$ cat config.mk
export PLATFORM = sky130hd
export DESIGN_NAME = csr_issue_queue
export DESIGN_NICKNAME = d
export VERILOG_FILES = /design/src/rtl/csr_issue_queue.sv
export SDC_FILE = /design/constraint.sdc
export NUM_CORES = 2
export LEC_CHECK = 0
export CAP_MARGIN = 10
export CORE_UTILIZATION = 65
export CTS_CLUSTER_DIAMETER = 150
export DETAILED_ROUTE_END_ITERATION = 16
export PLACE_DENSITY = 0.89
export SLEW_MARGIN = 20
export SYNTH_ARGS = -nofsm -noshare
export SYNTH_HDL_FRONTEND = slang
export SYNTH_SLANG_ARGS = --single-unit
export TNS_END_PERCENT = 5
$ cat constraint.sdc
create_clock -name clk -period 11.2 [get_ports clk]
set_input_delay 2.24 -clock clk [delete_from_list [all_inputs] [get_ports clk]]
set_output_delay 2.24 -clock clk [all_outputs]
set_load 0.05 [all_outputs]
$ cat src/rtl/csr_issue_queue.sv
// csr_issue_queue: age-ordered CSR issue queue with tag wakeup and a registered issue stage.
// Define CSR_IQ_BYPASS_EN to let a ready op skip the array when nothing older is ready.
module csr_issue_queue #(
  parameter int DEPTH     = 16,
  parameter int TAG_W     = 8,
  parameter int PAYLOAD_W = 121,
  parameter int NUM_WAKE  = 7
) (
  input  logic                      clk,
  input  logic                      reset,
  input  logic                      flush,
  input  logic                      in_valid,
  output logic                      in_ready,
  input  logic [TAG_W-1:0]          in_tag,
  input  logic                      in_src_rdy,
  input  logic [PAYLOAD_W-1:0]      in_payload,
  input  logic [NUM_WAKE-1:0]       wake_valid,
  input  logic [NUM_WAKE*TAG_W-1:0] wake_tag,
  output logic                      out_valid,
  input  logic                      out_ready,
  output logic [TAG_W-1:0]          out_tag,
  output logic [PAYLOAD_W-1:0]      out_payload,
  output logic [$clog2(DEPTH+1)-1:0] count,
  output logic                      full,
  output logic                      empty
);
  localparam int CW = $clog2(DEPTH+1);
  localparam int IW = $clog2(DEPTH);

  logic [DEPTH-1:0]     valid_q, rdy_q, req, sel, wake_hit;
  logic [TAG_W-1:0]     tag_q [DEPTH];
  logic [PAYLOAD_W-1:0] pl_q [DEPTH];
  logic [DEPTH-1:0]     age_q [DEPTH];
  logic [CW-1:0]        count_q;
  logic                 out_valid_q;
  logic [TAG_W-1:0]     out_tag_q;
  logic [PAYLOAD_W-1:0] out_payload_q;
  logic [IW-1:0]        sel_idx, free_idx;
  logic                 in_hit, load, issue, accept, bypass, alloc;

  always_comb begin
    in_hit = in_src_rdy;
    for (int c = 0; c < NUM_WAKE; c++)
      in_hit = in_hit | (wake_valid[c] && wake_tag[c*TAG_W +: TAG_W] == in_tag);
    wake_hit = '0;
    for (int i = 0; i < DEPTH; i++)
      for (int c = 0; c < NUM_WAKE; c++)
        wake_hit[i] = wake_hit[i] | (wake_valid[c] && wake_tag[c*TAG_W +: TAG_W] == tag_q[i]);
    req = valid_q & rdy_q;
    // an entry is selected when no other ready entry is older than it
    sel = req;
    for (int i = 0; i < DEPTH; i++)
      for (int j = 0; j < DEPTH; j++)
        if (req[j] && age_q[j][i]) sel[i] = 1'b0;
    sel_idx  = '0;
    free_idx = '0;
    for (int i = 0; i < DEPTH; i++)
      if (sel[i]) sel_idx = IW'(i);
    for (int i = DEPTH-1; i >= 0; i--)
      if (!valid_q[i]) free_idx = IW'(i);
  end

  assign full        = count_q == CW'(DEPTH);
  assign empty       = count_q == '0;
  assign in_ready    = !full;
  assign count       = count_q;
  assign out_valid   = out_valid_q;
  assign out_tag     = out_tag_q;
  assign out_payload = out_payload_q;
  assign load        = !out_valid_q || out_ready;
  assign issue       = load && |req;
  assign accept      = in_valid && in_ready;
`ifdef CSR_IQ_BYPASS_EN
  assign bypass      = accept && in_hit && !(|req) && load;
`else
  assign bypass      = 1'b0;
`endif
  assign alloc       = accept && !bypass;

  always_ff @(posedge clk) begin
    if (reset || flush) begin
      valid_q       <= '0;
      rdy_q         <= '0;
      count_q       <= '0;
      out_valid_q   <= 1'b0;
      out_tag_q     <= '0;
      out_payload_q <= '0;
    end else begin
      rdy_q <= rdy_q | wake_hit;
      if (issue) valid_q[sel_idx] <= 1'b0;
      if (alloc) begin
        valid_q[free_idx] <= 1'b1;
        rdy_q[free_idx]   <= in_hit;
        tag_q[free_idx]   <= in_tag;
        pl_q[free_idx]    <= in_payload;
        for (int j = 0; j < DEPTH; j++) age_q[j][free_idx] <= 1'b1;
        age_q[free_idx] <= '0;
      end
      if (issue) begin
        out_valid_q   <= 1'b1;
        out_tag_q     <= tag_q[sel_idx];
        out_payload_q <= pl_q[sel_idx];
      end else if (bypass) begin
        out_valid_q   <= 1'b1;
        out_tag_q     <= in_tag;
        out_payload_q <= in_payload;
      end else if (out_ready) begin
        out_valid_q   <= 1'b0;
      end
      count_q <= count_q + CW'(alloc) - CW'(issue);
    end
  end
endmodule

==> results.py <==
metrics = {
    "outcome": {
        "outcome": "finished clean",
    },
    "logic_synthesis": {
        "synth.top_cell.area_share": 0.595,
        "synth_edf_count": 2064,
        "gate_count_after_technology_mapping": 7635,
        "async_reset_ff_frac": 0,
        "synth.top_cells.by_area": "edfxtp_1 59%, mux2i_1 8.2%, dfxtp_1 7.8%",
        "syn_nets": 7840,
        "average_size_of_a_mapped_cell_um2": 13.6,
        "dominant_cell_type_by_area_after_synthesis": "edfxtp_1",
        "ys.warnings.count": 0,
        "synth_area_mm2": 0.104,
        "synth_most_common_cell": "edfxtp_1",
        "synthTopCellsByCount": "2064 x edfxtp_1, 853 x mux2i_1, 635 x xor2_1, 552 x nor2_1, 422 x clkbuf_1",
        "sequential_element_share_of_the_synthesized_area": 0.673,
        "synth-seq-cells": 2471,
        "post_synth_num_cell_types": 60,
        "ys.flop_type": "edfxtp_1",
    },
    "pwr": {
        "leakage_nw": 41.5,
        "max-vdd-ir-drop_mv": 0.184,
        "power.density_cell_area_mw_per_mm2": 159,
        "totalPowerFinal_w": 0.0185,
    },
    "job": {
        "cap_violations": 0,
    },
    "route": {
        "drt-pass1-iter-count": 10,
        "route.antenna.remaining_nets": 0,
        "drt_drc_violations_left": 0,
        "drtIter0Drc": 12700,
        "routedWlPerCell_um": 34.6,
        "count_of_vias_placed_by_the_detailed_router": 73300,
        "routed_wire_length_um": 345000,
        "detail_route.vias_per_cell": 7.36,
    },
    "final_layout": {
        "fin_nets": 7871,
        "register_area_mm2": 0.0701,
        "nFillCells": 8931,
        "area_of_the_multi_input_gates_mm2": 0.0313,
        "drive_gt1_frac": 0.0733,
        "postLayoutCellArea_mm2": 0.116,
        "areaGrowthSynthToFinish_pct": 11.2,
    },
    "timing": {
        "timing_hold_violations_final": 0,
        "timing.final.crit_share": 0.586,
        "setup-tns-final_ns": 0,
        "grt_setup_unrepaired": "no",
        "maxClockFrequency_mhz": 152,
        "max_slew_margin": 0.117,
        "finalCriticalPeriod_ns": 6.57,
        "timing_worst_slew_pin_value_ns": 1.32,
        "fin_worst_skew_ns": 0.0572,
        "report.final.slew_viol_count": 0,
        "finalSetupViolCount": 0,
    },
    "place": {
        "dp.final_hpwl_um": 171000,
        "postPlaceCellArea_mm2": 0.109,
        "place.gp.congestion": 0.999,
        "placement.io_buffers": 335,
    },
    "cts": {
        "sink_count": 2471,
        "number_of_buffers_created_by_cts": 219,
        "clock_slew_seen_by_the_registers_of_the_worst_setup_and_hold_paths_ns": 0.07,
        "cts_root_buf": "clkbuf_16",
        "cts_tree": "done",
        "post_cts_resized": 0,
        "cts.path.max_buffers": 3,
        "post-cts-setup-buffers": 0,
        "htree_num_levels": 4,
        "cts_hold_buffers": 0,
        "clock_latency_of_the_later_clocked_register_in_the_worst_skew_pair_ns": 0.90,
    },
    "worst_setup_path": {
        "timing.critical_path.cells": "and3b_1, nand4_1, or4_1, a21oi_4, buf_4, o41ai_2, nor2_4, buf_12, buf_12, buf_4, mux2i_1, o22ai_1, nor4_1, nor2_1",
        "cpLargestDelayFamily": "buffers and inverters",
        "worst-endpoint-required_ns": 11.95,
        "endpoint_kind": "flop",
        "timing.critical_path.from_type": "flop",
        "max_stage_delay_ns": 1.02,
        "cpMaxStageDelayCell": "dfxtp_1",
        "crit_type": "flop to flop",
        "critical_path_peak_fanout": 108,
        "path_buf_inv": 4,
        "worst-endpoint-arrival_ns": 7.31,
    },
    "grt": {
        "grt_start_max_net_pins": 138,
        "grt.total_usage": 0.414,
        "grt_first_pass_wirelength_um": 486000,
        "first_global_vias": 72300,
        "global_route.overflow_total": 0,
        "initial_antenna_violation_count": 37,
    },
    "die": {
        "floorplan.rows": 146,
        "floorplan.core_area_mm2": 0.159,
        "die_w_um": 402,
        "dieHeight_um": 402,
        "die_area_mm2": 0.162,
        "design.portCount": 336,
        "floorplan.initialDensity": 0.656,
    },
    "worst_hold_path": {
        "worst_hold_path_type": "flop to flop",
    },
}
[cell families after synthesis]
group,Yosys count,share of synthesized area
muxes,853,0.0819
buffers and inverters,688,0.0281
AOI/OAI and AO/OA,951,0.0566
adders and majority gates,7,0.000913
xor gates and xnor gates,954,0.0802
and+or+nand+nor,1711,0.0793
DFF,2471,0.673
[area by class of cell]
type / count / share of cell area
Timing Repair Buffer: 470 / 0.0365
Clock buffer: 282 / 0.0505
Clock inverter: 134 / 0.0128
Inverter: 28 / 0.00175
Tap cell: 2072 / 0.0224
Sequential cell: 2471 / 0.605
Multi-Input combinational cell: 4476 / 0.270
Antenna cell: 22 / 0.000475
[report_power, final]
| group | internal [W] | total (W) | leakage (nW) | switching, W |
|---|---|---|---|---|
| clock network | 0.00421 | 0.00777 | 3.55 | 0.00356 |
| logic | 0.000196 | 0.000664 | 16.1 | 0.000468 |
| registers | 0.00999 | 0.0100 | 21.9 | 0.0000346 |
[flip-flops by register name, indices dropped and copies added, names as in the netlist]
name	flops
out_valid	1
age_q	240
out_payload	121
valid_q	16
tag_q	128
count	5
rdy_q	16
pl_q	1936
out_tag	8
[worst register-to-register path, cell delays in order, from the launching register on]
cell and delay, ns:
dfxtp_1 1.02, and3b_1 0.29, nand4_1 0.13, or4_1 0.65, a21oi_4 0.15, buf_4 0.42
o41ai_2 0.21, nor2_4 0.20, buf_12 0.62, buf_12 0.63, buf_4 0.90, mux2i_1 0.36
o22ai_1 0.19, nor4_1 0.53, nor2_1 0.13
[metal layers]
layer / wire length, um / track usage / part of all wire / vias to the layer above
li1: - / - / - / 28600
met1: 113000 / 0.514 / 0.33 / 35200
met2: 153000 / 0.626 / 0.44 / 7728
met3: 54900 / 0.137 / 0.16 / 1760
met4: 24600 / 0.266 / 0.071 / 36
met5: 273 / 0 / 0.00079 / -
[final timing paths]
check                startpoint              to  slack (ns)  cells after the start
hold reg to reg   age_q[15][15]   age_q[15][15]        0.47                      1
setup reg to reg      rdy_q[14]  out_payload[3]        4.63                     14
hold / removal    age_q[15][15]   age_q[15][15]        0.47                      1
setup / recovery      rdy_q[14]  out_payload[3]        4.63                     14
[per-stage QoR]
step / instances / hold WS, ns / util / setup WS [ns]
finish: 9955 / 0.465 / 0.730 / 4.63
global route: 9948 / 0.469 / 0.730 / 4.62
CTS: 9933 / 0.465 / 0.730 / 4.82
detailed placement: 9517 / 0.449 / 0.684 / 4.70
global placement: 9517 / 0.445 / 0.684 / 4.82
floorplan: 7635 / 0.430 / - / 3.54
[layout by cell type (no fill, tap or decap), drive strengths merged, types with 4 or more instances in the layout]
master	synthesis	routed
a211oi	10	10
a21oi	172	172
a221oi	56	56
a22oi	8	8
a311oi	13	13
a31oi	49	49
a41oi	6	6
and3	10	10
and3b	15	15
buf	237	187
bufinv	0	20
clkbuf	423	282
clkdlybuf4s50	0	283
clkinv	0	88
clkinvlp	0	15
dfxtp	407	407
diode	0	22
edfxtp	2064	2064
ha	6	6
inv	28	39
mux2i	853	853
nand2	284	284
nand3	288	288
nand4	147	147
nor2	553	553
nor2b	17	17
nor3	65	65
nor3b	4	4
nor4	308	308
o211ai	14	14
o21a	12	12
o21ai	199	199
o221ai	46	46
o22ai	350	350
or2	4	4
or4	6	6
xnor2	319	319
xor2	635	635
No activity file was read; power rests on OpenSTA's default activity.
